--- config.mk ---
export PLATFORM = sky130hd
export DESIGN_NAME = if_fetch
export DESIGN_NICKNAME = d
export VERILOG_FILES = /design/src/rtl/mips_pkg.sv /design/src/rtl/if_skid_buf.sv /design/src/rtl/if_fetch.sv
export SDC_FILE = /design/constraint.sdc
export NUM_CORES = 1
export LEC_CHECK = 0
export BUFFER_PORTS_ARGS = -buffer_cell sky130_fd_sc_hd__buf_2
export CAP_MARGIN = 20
export CORE_ASPECT_RATIO = 1.25
export CORE_MARGIN = 8
export CORE_UTILIZATION = 45
export CTS_CLUSTER_DIAMETER = 30
export DETAILED_ROUTE_END_ITERATION = 8
export GPL_TIMING_DRIVEN = 0
export HOLD_SLACK_MARGIN = 0.15
export PLACE_DENSITY_LB_ADDON = 0.15
export SLEW_MARGIN = 20
export SYNTH_ARGS = -nofsm -noshare
export SYNTH_HDL_FRONTEND = slang
export SYNTH_SLANG_ARGS = --single-unit
--- constraint.sdc ---
create_clock -name clk -period 5.37 [get_ports clk]
set_clock_uncertainty 0.1 [all_clocks]
set_input_delay 1.074 -clock clk [delete_from_list [all_inputs] [get_ports clk]]
set_output_delay 1.074 -clock clk [all_outputs]
set_load 0.1 [all_outputs]
--- src/rtl/mips_pkg.sv ---
// Shared types and constants for the MIPS front end.
package mips_pkg;

    typedef enum logic [1:0] {
        FETCH,
        HOLD,
        DRAIN
    } fetch_state_t;

    localparam logic [31:0] NOP_INS          = 32'h0000_0000;
    localparam logic [31:0] PC_STEP          = 32'd4;
    localparam logic [31:0] DEFAULT_RESET_PC = 32'h0000_0000;

endpackage

--- src/rtl/if_skid_buf.sv ---
// One-entry {pcp4, ins} holding buffer used while decode is stalled.
module if_skid_buf (
    input  logic        clk,
    input  logic        rst_n,
    input  logic        load,
    input  logic        clear,
    input  logic [63:0] din,
    output logic [63:0] dout,
    output logic        full
);

    logic [63:0] data_q, data_d;
    logic        full_q, full_d;

    always_comb begin
        data_d = data_q;
        full_d = full_q;
        if (clear) begin
            full_d = 1'b0;
        end else if (load) begin
            full_d = 1'b1;
            data_d = din;
        end
    end

    always_ff @(posedge clk or negedge rst_n) begin
        if (!rst_n) begin
            data_q <= '0;
            full_q <= 1'b0;
        end else begin
            data_q <= data_d;
            full_q <= full_d;
        end
    end

    assign dout = data_q;
    assign full = full_q;

endmodule

--- src/rtl/if_fetch.sv ---
// Instruction-fetch stage: owns the PC, talks to imem and feeds IF/ID,
// absorbing decode stalls and branch/jump redirects.
module if_fetch
    import mips_pkg::*;
#(
    parameter logic [31:0] RESET_PC = DEFAULT_RESET_PC
) (
    input  logic        clk,
    input  logic        rst_n,
    input  logic        stall,
    input  logic        redirect,
    input  logic [31:0] redirect_pc,
    output logic        imem_req,
    output logic [31:0] imem_addr,
    input  logic        imem_ack,
    input  logic [31:0] imem_rdata,
    output logic [31:0] pcp4,
    output logic [31:0] ins,
    output logic        ins_valid,
    output logic [31:0] pc
);

    fetch_state_t state_q, state_d;
    logic [31:0]  pc_q, pc_d;
    logic [31:0]  tgt_q, tgt_d;
    logic [31:0]  pcp4_q, pcp4_d;
    logic [31:0]  ins_q, ins_d;
    logic         vld_q, vld_d;

    logic [31:0]  rpc;
    logic [31:0]  pc_inc;
    logic         busy;
    logic         skid_ld;
    logic         skid_clr;
    logic         skid_full;
    logic [63:0]  skid_dout;

    assign rpc    = redirect_pc & ~32'h3;
    assign pc_inc = pc_q + PC_STEP;
    assign busy   = (state_q != HOLD);

    always_comb begin
        state_d  = state_q;
        pc_d     = pc_q;
        tgt_d    = tgt_q;
        pcp4_d   = pcp4_q;
        ins_d    = ins_q;
        vld_d    = vld_q;
        skid_ld  = 1'b0;
        skid_clr = 1'b0;

        if (redirect) begin
            pcp4_d   = '0;
            ins_d    = NOP_INS;
            vld_d    = 1'b0;
            skid_clr = 1'b1;
            // An unacked request cannot be withdrawn, so let it drain.
            if (busy && !imem_ack) begin
                tgt_d   = rpc;
                state_d = DRAIN;
            end else begin
                pc_d    = rpc;
                state_d = FETCH;
            end
        end else begin
            unique case (state_q)
                FETCH: begin
                    if (imem_ack) begin
                        pc_d = pc_inc;
                        if (stall) begin
                            skid_ld = 1'b1;
                            state_d = HOLD;
                        end else begin
                            pcp4_d = pc_inc;
                            ins_d  = imem_rdata;
                            vld_d  = 1'b1;
                        end
                    end else if (!stall) begin
                        pcp4_d = '0;
                        ins_d  = NOP_INS;
                        vld_d  = 1'b0;
                    end
                end
                HOLD: begin
                    if (!stall && skid_full) begin
                        pcp4_d   = skid_dout[63:32];
                        ins_d    = skid_dout[31:0];
                        vld_d    = 1'b1;
                        skid_clr = 1'b1;
                        state_d  = FETCH;
                    end
                end
                DRAIN: begin
                    if (!stall) begin
                        pcp4_d = '0;
                        ins_d  = NOP_INS;
                        vld_d  = 1'b0;
                    end
                    if (imem_ack) begin
                        pc_d    = tgt_q;
                        state_d = FETCH;
                    end
                end
                default: state_d = FETCH;
            endcase
        end
    end

    always_ff @(posedge clk or negedge rst_n) begin
        if (!rst_n) begin
            state_q <= FETCH;
            pc_q    <= RESET_PC;
            tgt_q   <= '0;
            pcp4_q  <= '0;
            ins_q   <= NOP_INS;
            vld_q   <= 1'b0;
        end else begin
            state_q <= state_d;
            pc_q    <= pc_d;
            tgt_q   <= tgt_d;
            pcp4_q  <= pcp4_d;
            ins_q   <= ins_d;
            vld_q   <= vld_d;
        end
    end

    if_skid_buf u_skid (
        .clk   (clk),
        .rst_n (rst_n),
        .load  (skid_ld),
        .clear (skid_clr),
        .din   ({pc_inc, imem_rdata}),
        .dout  (skid_dout),
        .full  (skid_full)
    );

    assign imem_req  = busy;
    assign imem_addr = pc_q;
    assign pc        = pc_q;
    assign pcp4      = pcp4_q;
    assign ins       = ins_q;
    assign ins_valid = vld_q;

endmodule

Word level (Yosys, flattened, before mapping)
Index checks and enable logic that the tools add are counted.
Widths: inputs -> output; s select.
{"block": "word_totals", "reg_bits": 194, "latch_bits": 0, "ramBits": 0, "rom_bits": 0, "input_bits": 69, "out_inout_bits": 130, "elab_cells": 71, "n_memories": 0}
{"block": "classes", "addsub": 1, "multipliers": 0, "n_div": 0, "order_cmp": 0, "eq_ne": 9, "shift": 0, "muxes": 39, "n_bitwise": 1, "n_reduce_logical": 13}
{"cell": "$mux 32", "count": 14}
{"cell": "$pmux 32 s3", "count": 2}
{"cell": "$pmux 32 s2", "count": 1}
{"cell": "$add 32x3->32 const B", "count": 1}
{"cell": "$mux 1", "count": 14}
{"cell": "$mux 2", "count": 6}
{"cell": "$ne 3x3->1 const B", "count": 4}
{"cell": "$reduce_and 4->1", "count": 2}
{"cell": "$pmux 2 s3", "count": 1}
{"cell": "$ne 4x4->1 const B", "count": 1}
{"cell": "$reduce_and 2->1", "count": 2}
{"cell": "$reduce_bool 4->1", "count": 1}
{"cell": "$pmux 1 s3", "count": 1}
{"cell": "$reduce_and 3->1", "count": 1}
{"cell": "$reduce_bool 3->1", "count": 1}
{"cell": "$eq 2x1->1 const B", "count": 1}
{"cell": "$eq 2x2->1 const B", "count": 1}
{"cell": "$logic_and 1x1->1", "count": 2}
{"cell": "$logic_not 1->1", "count": 2}
{"cell": "$logic_not 2->1", "count": 1}
{"cell": "$ne 2x1->1 const B", "count": 1}
{"cell": "$ne 2x2->1 const B", "count": 1}
{"cell": "$reduce_bool 2->1", "count": 1}
{"cell": "$not 1->1", "count": 1}

Logic depth before layout (Yosys ltp)
Gate-level depths: netlist of the first run.
{"block": "logic_depth", "depth_word": 7, "depth_mapped": 10, "mapped_depth_nobuf": 7}

By module
Synthesis of the first run repeated with hierarchy kept, for this count alone.
{"block": "unflattened", "hier_cells": 1027, "hier_area_um2": 10425.0}
{"module": "if_fetch", "n_inst": 1, "cells_per_inst": 888, "area_per_inst_um2": 7691.1}
{"module": "if_skid_buf", "n_inst": 1, "cells_per_inst": 139, "area_per_inst_um2": 2733.9}

Least setup slack after synthesis of the first run
Ideal clock, no wire load.
{"block": "synth_timing", "kind": "flip-flop to flip-flop", "startpoint": "reg pc_q[13] (netlist: imem_addr[13])", "endpoint": "reg pcp4_q[31] (netlist: pcp4[31])", "setup_time_ns": 0.145, "arrival_ns": 2.550, "slack_ns": 2.575, "stages_incl_launch_ff": 8, "path_buffers": 2, "synth_period_minus_slack_ns": 2.795, "path_cell_list": "dfrtp_1 > buf_2 > nand3_1 > or4_1 > buf_2 > nor4_4 > xnor2_1 > a21oi_1"}
{"block": "synth_via", "elab_chain_cells": 5}
{"item": "start, declared", "line": "if_fetch.sv:24", "rtl": "logic [31:0] pc_q, pc_d;"}
{"item": "start signal, assigned", "line": "if_fetch.sv:119", "rtl": "pc_q <= pc_d;"}
{"item": "$add 32x3->32", "line": "if_fetch.sv:39", "rtl": "assign pc_inc = pc_q + PC_STEP;"}
{"item": "$mux 32", "line": "if_fetch.sv:70", "rtl": "if (stall) begin"}
{"item": "$mux 32", "line": "if_fetch.sv:68", "rtl": "if (imem_ack) begin"}
{"item": "$pmux 32 s3", "line": "if_fetch.sv:66", "rtl": "unique case (state_q)"}
{"item": "$mux 32", "line": "if_fetch.sv:52", "rtl": "if (redirect) begin"}
{"item": "end signal, assigned", "line": "if_fetch.sv:121", "rtl": "pcp4_q <= pcp4_d;"}
{"item": "end, declared", "line": "if_fetch.sv:26", "rtl": "logic [31:0] pcp4_q, pcp4_d;"}
Every way passes these cells. The select of a mux whose other input is x is not followed.
A chain may end at the register's enable or synchronous reset.

Worst setup path in the final report of the first run
{"block": "layout_timing", "startpoint": "reg state_q[0]", "endpoint": "reg pcp4_q[16] (netlist: pcp4[16])"}
{"block": "layout_via", "elab_chain_cells": 3}
{"item": "start, declared", "line": "if_fetch.sv:23", "rtl": "fetch_state_t state_q, state_d;"}
{"item": "start signal, assigned", "line": "if_fetch.sv:118", "rtl": "state_q <= state_d;"}
{"item": "$eq 2x1->1, or another cell as far along", "line": "if_fetch.sv:66"}
{"item": "$ne 3x3->1 (no source line), or another cell as far along"}
{"item": "$reduce_and 3->1 (no source line) or $mux 32 (tied branches)"}
Parallel ways exist; a longest one is shown, timed or not.

==> metrics.txt, run 1 <==
Final Non-Filler Cells 1565; P&R area growth vs syn 20.8%; num ports 199; post-cts resize count 0; final-report setup violation count 0; count of cell types in the netlist 61; routed vias 9000; Psw 4.69 mW; power share of the combinational group 55.1%; Worst Setup SP state_q[0]; relative slew slack 39.6%; post-synthesis simple-gate area fraction 18.7%; routability congestion estimate 0.906; #FFs+latches synth 190; grt ovf 0; mux contribution to synthesized area 0.434%; CTS buffer count 17; Clk pwr share 16.1%; post-synthesis adder-cell area fraction 0.526%; VDD IR max 508 µV; layout cell share with drive strength beyond 1 21.6%; CP endpoint pcp4[16]; Crit Path Max Fanout 10; Total Wirelength 32100 µm; core area 20800 µm²; DR WL/cell 20.5 µm; starting density of the core 45.7%; antenna violations before repair 0; global-route wire length before repair 50600 µm; internal power 3.52 mW; Reg clk slew, reported paths 0.08 ns; drt drc 0; Seq/Total Area, Yosys 50.0%; Min Hold Slack 0.380 ns; Main synth FF type dfrtp_1; CP cell instances inv_1, ha_1, clkbuf_1, nor2_1, clkbuf_1, buf_1, nand2_1, a22o_1; Synth warnings 0; num rows 59; CTS tree built; Final Critical Period 3.23 ns; full die area 26100 µm²; syn_area_per_cell 8.95 µm²; final worst-path cycle share 60.1%; total negative setup slack 0 ns; Max Transition Viols Final 0; main combinational cell family by area after synthesis compound AO/OA/AOI/OAI gates; Clk Latency, worst-skew pair 0.44 ns; Sink Count 190; Crit Reg-Reg Endpoint pcp4[16]; Mapped Area 9510 µm²; kind of critical path flop to flop; Reg2Reg Depth 8; final hold violations 0; outcome finished, final reports clean; CP Capture Type flop; ANT nets after route 0; LEAKAGE 5.55 nW; XOR/XNOR Fraction of Synth Area 2.30%; Compound-Gate Fraction of Synth Area 21.5%; critical path arrival 3.46 ns; slowest CP cell buf_1; hpwl dp 23400 µm; Overall Global Routing Usage 24.6%; Crit path required time 5.60 ns; Iteration-0 DRC Markers 835; Sequential Power Share 28.8%; largest net degree at the start of global routing 95; most frequent cells in the layout 297 x nand2_1, 199 x buf_2, 190 x dfrtp_1, 61 x o21ai_0, 59 x clkbuf_1; RSZ-0062 raised after global routing no; Die X 146 µm; placed instance count 1533; Syn Inst Count 1063; Final Net Count 1351; worst r2r src state_q[0]; Die Y-Extent 179 µm; H-Tree Level Count 4; maximum clock insertion buffer count 2; commonest non-fill, non-tap cell in the layout nand2_1; setup slack, reg-to-reg 2.14 ns; IO Port Bufs 191; Hold WC Path Type flop to flop; pre-CTS setup slack 1.77 ns; startpoint class of the critical path flop; CTS root buf clkbuf_16; Switching Fraction 57.1%; # fillers 1978; antenna cells 0; # hold bufs at CTS 0; largest stage delay on the critical path 0.56 ns; vias in the first global route 8959; f_max 310 MHz; Max Cap Viol 0; asr flop ratio synth 100%; Final Worst Setup Slack 2.14 ns; 1st-pass router iterations 6; pwr dens 715 nW/µm²; Vias per Instance 5.75; post-CTS setup buffer count 0; most numerous cell on the critical path clkbuf_1; Post-synth EDFFs 0; Worst-Margin Slew 0.900 ns
worst min-delay path by stage:
stage                    startpoint               to  slack (ns)  depth (start not counted)
floorplan                 tgt_q[10]        tgt_q[10]        0.34                          2
global placement          ins_valid        ins_valid        0.35                          2
detailed placement   u_skid.dout[7]   u_skid.dout[7]        0.36                          2
CTS                 u_skid.dout[19]  u_skid.dout[19]        0.38                          2
global route         u_skid.dout[7]   u_skid.dout[7]        0.40                          2
finish               u_skid.dout[7]   u_skid.dout[7]        0.38                          2
routing by layer:
metal | part of all wire, % | vias to the layer above | global-route usage [%]
met5 | 0 | - | 0
met4 | 3.6 | 0 | 10.9
met3 | 6.9 | 70 | 5.46
met2 | 48 | 404 | 41.4
met1 | 41 | 4384 | 29.9
li1 | - | 4142 | -
power groups by stage:
stage / logic (mW) / clock network (mW) / registers, mW
finish: 4.52 / 1.32 / 2.37
CTS: 4.52 / 1.34 / 2.36
global placement: 4.48 / 0 / 2.36
global route: 4.75 / 1.40 / 2.43
detailed placement: 4.52 / 0 / 2.37
floorplan: 2.02 / 0 / 3.88
cell type report:
type	instances	area [µm²]	share of cell area [%]
Multi-Input combinational cell	749	4150	36.1
Buffer	116	578	5.03
Sequential cell	190	4750	41.4
Clock inverter	15	179	1.56
Tap cell	274	343	2.98
Inverter	11	41.3	0.359
Timing Repair Buffer	193	1020	8.88
Clock buffer	17	425	3.70
cells by family (layout without fill, tap and decap cells):
| logic type | count (synthesis) | after routing |
|---|---|---|
| other | 1 | 4 |
| AND/OR/NAND/NOR | 412 | 412 |
| adder cells (fa/ha/maj) | 4 | 4 |
| AO/OA/AOI/OAI | 300 | 300 |
| XOR/XNOR | 25 | 25 |
| flip-flops | 190 | 190 |
| buffers and inverters | 127 | 352 |
| multiplexers | 4 | 4 |
state kept, by name (all words and copies together), names as in the netlist:
name / count
u_skid.full: 1
ins_valid: 1
ins: 32
imem_addr: 30
state_q: 2
u_skid.dout: 62
pcp4: 32
tgt_q: 30
per-stage QoR:
stage,instance area (µm²),util [%],power [mW]
2_1_floorplan,9520,-,5.89
3_3_place_gp,10800,52.0,6.84
3_5_place_dp,10900,52.3,6.89
4_1_cts,11500,55.2,8.22
5_1_grt,11500,55.2,8.58
6_report,11500,55.2,8.21
cell usage after synthesis, types with 5 or more instances:
library cell	count	area, µm²
a211oi_1	8	60.1
a21o_1	6	45.0
a21oi_1	57	285
a22o_1	5	43.8
a22oi_1	40	300
a2bb2oi_1	18	158
a31oi_1	11	68.8
and3_1	11	68.8
buf_1	13	48.8
buf_2	9	45.0
buf_4	35	263
clkbuf_1	59	221
dfrtp_1	190	4750
inv_1	11	41.3
nand2_1	297	1110
nand3_1	14	70.1
nand4_1	13	81.3
nor2_1	31	116
nor3_1	16	80.1
nor4_1	7	43.8
o21ai_0	61	305
o21ai_1	6	30.0
o221ai_1	7	61.3
o22a_1	6	52.6
o22ai_1	6	37.5
o2bb2ai_1	35	307
xnor2_1	10	87.6
xor2_1	15	131
worst max-delay path, delay by kind of cell, from the launching register on:
| kind | cells | cell delay, ns |
|---|---|---|
| AOI/OAI and AO/OA | 1 | 0.23 |
| buffers and inverters | 4 | 1.44 |
| DFF | 1 | 0.48 |
| and+or+nand+nor | 2 | 0.50 |
| adders and majority gates | 1 | 0.37 |
No activity file was read; power rests on OpenSTA's default activity.
==> run 2, diff against run 1 <==
--- a/config.mk
+++ b/config.mk
@@ -5,6 +5,7 @@
 export SDC_FILE = /design/constraint.sdc
 export NUM_CORES = 1
 export LEC_CHECK = 0
+export ABC_AREA = 1
 export BUFFER_PORTS_ARGS = -buffer_cell sky130_fd_sc_hd__buf_2
 export CAP_MARGIN = 20
 export CORE_ASPECT_RATIO = 1.25
==> constraint.sdc (replaced) <==
create_clock -name clk -period 2.6 [get_ports clk]
set_clock_uncertainty 0.1 [all_clocks]
set_input_delay 0.52 -clock clk [delete_from_list [all_inputs] [get_ports clk]]
set_output_delay 0.52 -clock clk [all_outputs]
set_load 0.1 [all_outputs]
==> run 2 against run 1 <==
Die area up 10%. Fmax up 33%. Critical path depth up 2. Final cell count up 25%. Sequential cell count unchanged.
==> metrics.txt, run 2 <==
drt drc 0 (unchanged); num ports 199 (unchanged); Mapped Area 10600 µm² (+11%); Max Cap Viol 0 (unchanged); Total Wirelength 34500 µm (+7.4%); critical path arrival 2.65 ns (-0.81 ns); placed instance count 1930 (+26%); RSZ-0062 raised after global routing no; Crit Path Max Fanout 10 (unchanged); largest net degree at the start of global routing 86 (-9.5%); max reg flops 62 (unchanged); post-synthesis simple-gate area fraction 28.1% (+9.3 points); antenna cells 0 (unchanged); H-Tree Level Count 4 (unchanged); commonest non-fill, non-tap cell in the layout nand2_1; Vias per Instance 5.20 (-9.5%); routed vias 10200 (+13%); final worst-path cycle share 93.1% (+33 points); CTS tree built; DR WL/cell 17.6 µm (-14%); ANT nets after route 0 (unchanged); Synth warnings 0 (unchanged); Max Transition Viols Final 0 (unchanged); Sink Count 190 (unchanged); most common cell in the synthesized netlist nand2_1; Post-synth top cells 494 x nand2_1, 190 x dfrtp_1, 156 x o21ai_0, 106 x nand3_1, 105 x inv_1; starting density of the core 45.9% (+0.20 points); Final Non-Filler Cells 1963 (+25%); XOR/XNOR Fraction of Synth Area 0.663% (-1.6 points); top cells by area, synth dfrtp_1 45%, nand2_1 18%, o21ai_0 7.4%, nand3_1 5.0%, inv_1 3.7%; post-synthesis adder-cell area fraction 0.473% (-0.053 points); Seq/Total Area, Yosys 45.0% (-5.0 points); hpwl dp 26500 µm (+13%); Post-synth EDFFs 0 (unchanged); CP Capture Type flop; core area 23000 µm² (+11%); Finished Cell Area 12600 µm² (+9.5%); Iteration-0 DRC Markers 734 (-12%); Clk Latency, worst-skew pair 0.45 ns (about the same); Main synth FF type dfrtp_1; # fillers 2297 (+16%); P&R area growth vs syn 19.0%; Final Critical Period 2.42 ns (-0.808 ns); final hold violations 0 (unchanged); syn_area_per_cell 7.31 µm² (-18%); num rows 62 (+5.1%); f_max 413 MHz (+33%); Post-DP Area 12000 µm² (+9.9%); layout cell share with drive strength beyond 1 20.1% (-1.5 points); Syn Inst Count 1446 (+36%); Die Y-Extent 187 µm (+4.9%); Compound-Gate Fraction of Synth Area 15.4% (-6.1 points); full die area 28700 µm² (+10%); #FFs+latches synth 190 (unchanged); maximum clock insertion buffer count 2 (unchanged); relative slew slack 56.6% (+17 points); global-route wire length before repair 55700 µm (+10%); kind of critical path flop to flop; area leader, netlist dfrtp_1; routability congestion estimate 0.932 (+2.9%); asr flop ratio synth 100% (unchanged); Min Hold Slack 0.194 ns (-0.186 ns); Final Net Count 1736 (+28%); Worst-Margin Slew 0.651 ns (-0.248 ns); outcome finished, final reports clean; antenna violations before repair 0 (unchanged); vias in the first global route 10500 (+18%); Hold WC Path Type input port to flop; fin util 54.6% (-0.58 points); Overall Global Routing Usage 24.4% (-0.19 points); CTS root buf clkbuf_16; Die X 153 µm (+4.8%); most frequent cells in the layout 494 x nand2_1, 218 x buf_2, 190 x dfrtp_1, 156 x o21ai_0, 106 x nand3_1; IO Port Bufs 191 (unchanged); mux contribution to synthesized area 0% (-0.43 points); 1st-pass router iterations 8 (+2); CTS buffer count 17 (unchanged); main combinational cell family by area after synthesis simple AND/OR/NAND/NOR gates; final-report setup violation count 0 (unchanged); grt ovf 0 (unchanged); startpoint class of the critical path flop; share of the synthesized area in the top cell type 45.0% (-5.0 points); Crit path required time 2.83 ns (-2.77 ns); Reg clk slew, reported paths 0.07 ns (about the same); post-cts resize count 0 (unchanged); count of cell types in the netlist 40 (-34%)
-- run 2: area by class of cell --
cell class	instances	area (µm²)	share of cell area [%]
tap	288	360	2.86
buffer	116	673	5.35
multi-input combinational	1030	4730	37.6
clock buffer	18	439	3.49
timing repair buffer	195	1050	8.35
sequential	190	4750	37.8
inverter	113	427	3.39
clock inverter	13	149	1.18
-- run 2: path summary, 6_finish.rpt --
check | startpoint | end | slack (ns) | depth (start not counted)
max | state_q[0] | pcp4[20] | 0.18 | 10
min | redirect_pc[6] | tgt_q[6] | 0.19 | 3
max reg2reg | state_q[0] | pcp4[20] | 0.18 | 10
min reg2reg | ins[27] | ins[27] | 0.37 | 2
max in group asynchronous | rst_n | imem_addr[17] | 1.29 | 3
min in group asynchronous | rst_n | ins[20] | 0.40 | 2
-- run 2: logic make-up after synthesis --
family                     after synthesis
DFF                                    190
other                                    1
AOI/OAI and AO/OA                      303
adders and majority gates                4
xor gates and xnor gates                 8
buffers and inverters                  229
and+or+nand+nor                        711
-- run 2: critical path, cell delays in order (launching register included) --
cell     delay (ns)
dfrtp_1        0.38
inv_1          0.08
ha_1           0.29
buf_2          0.23
nor2_2         0.43
buf_2          0.34
nand2_1        0.08
a21oi_1        0.17
nor2_1         0.06
o21ai_0        0.07
nand2_1        0.06
-- run 2: metal layers --
metal	up-vias	global-route usage, %	routed length [µm]
met5	-	0	0
met4	0	11.6	1290
met3	58	4.79	1700
met2	326	42.6	17200
met1	4755	28.2	14300
li1	5074	-	-
-- run 2: repair_timing --
item,CTS,global route
endpoints found under the hold margin,22,0
setup buffers,0,1
setup endpoints to repair,0,15
hold buffers,1,0
-- run 2: stage by stage --
step,setup TNS (ns),worst slack [ns]
floorplan,0,0.0912
global placement,-435.11,-2.30
detailed placement,0,0.0859
CTS,0,0.0649
global route,0,0.0636
finish,0,0.178
Power of run 2 is left out: the tool's default activity adds up to more than one toggle a clock period on the data nets, which glitch-free logic cannot reach.
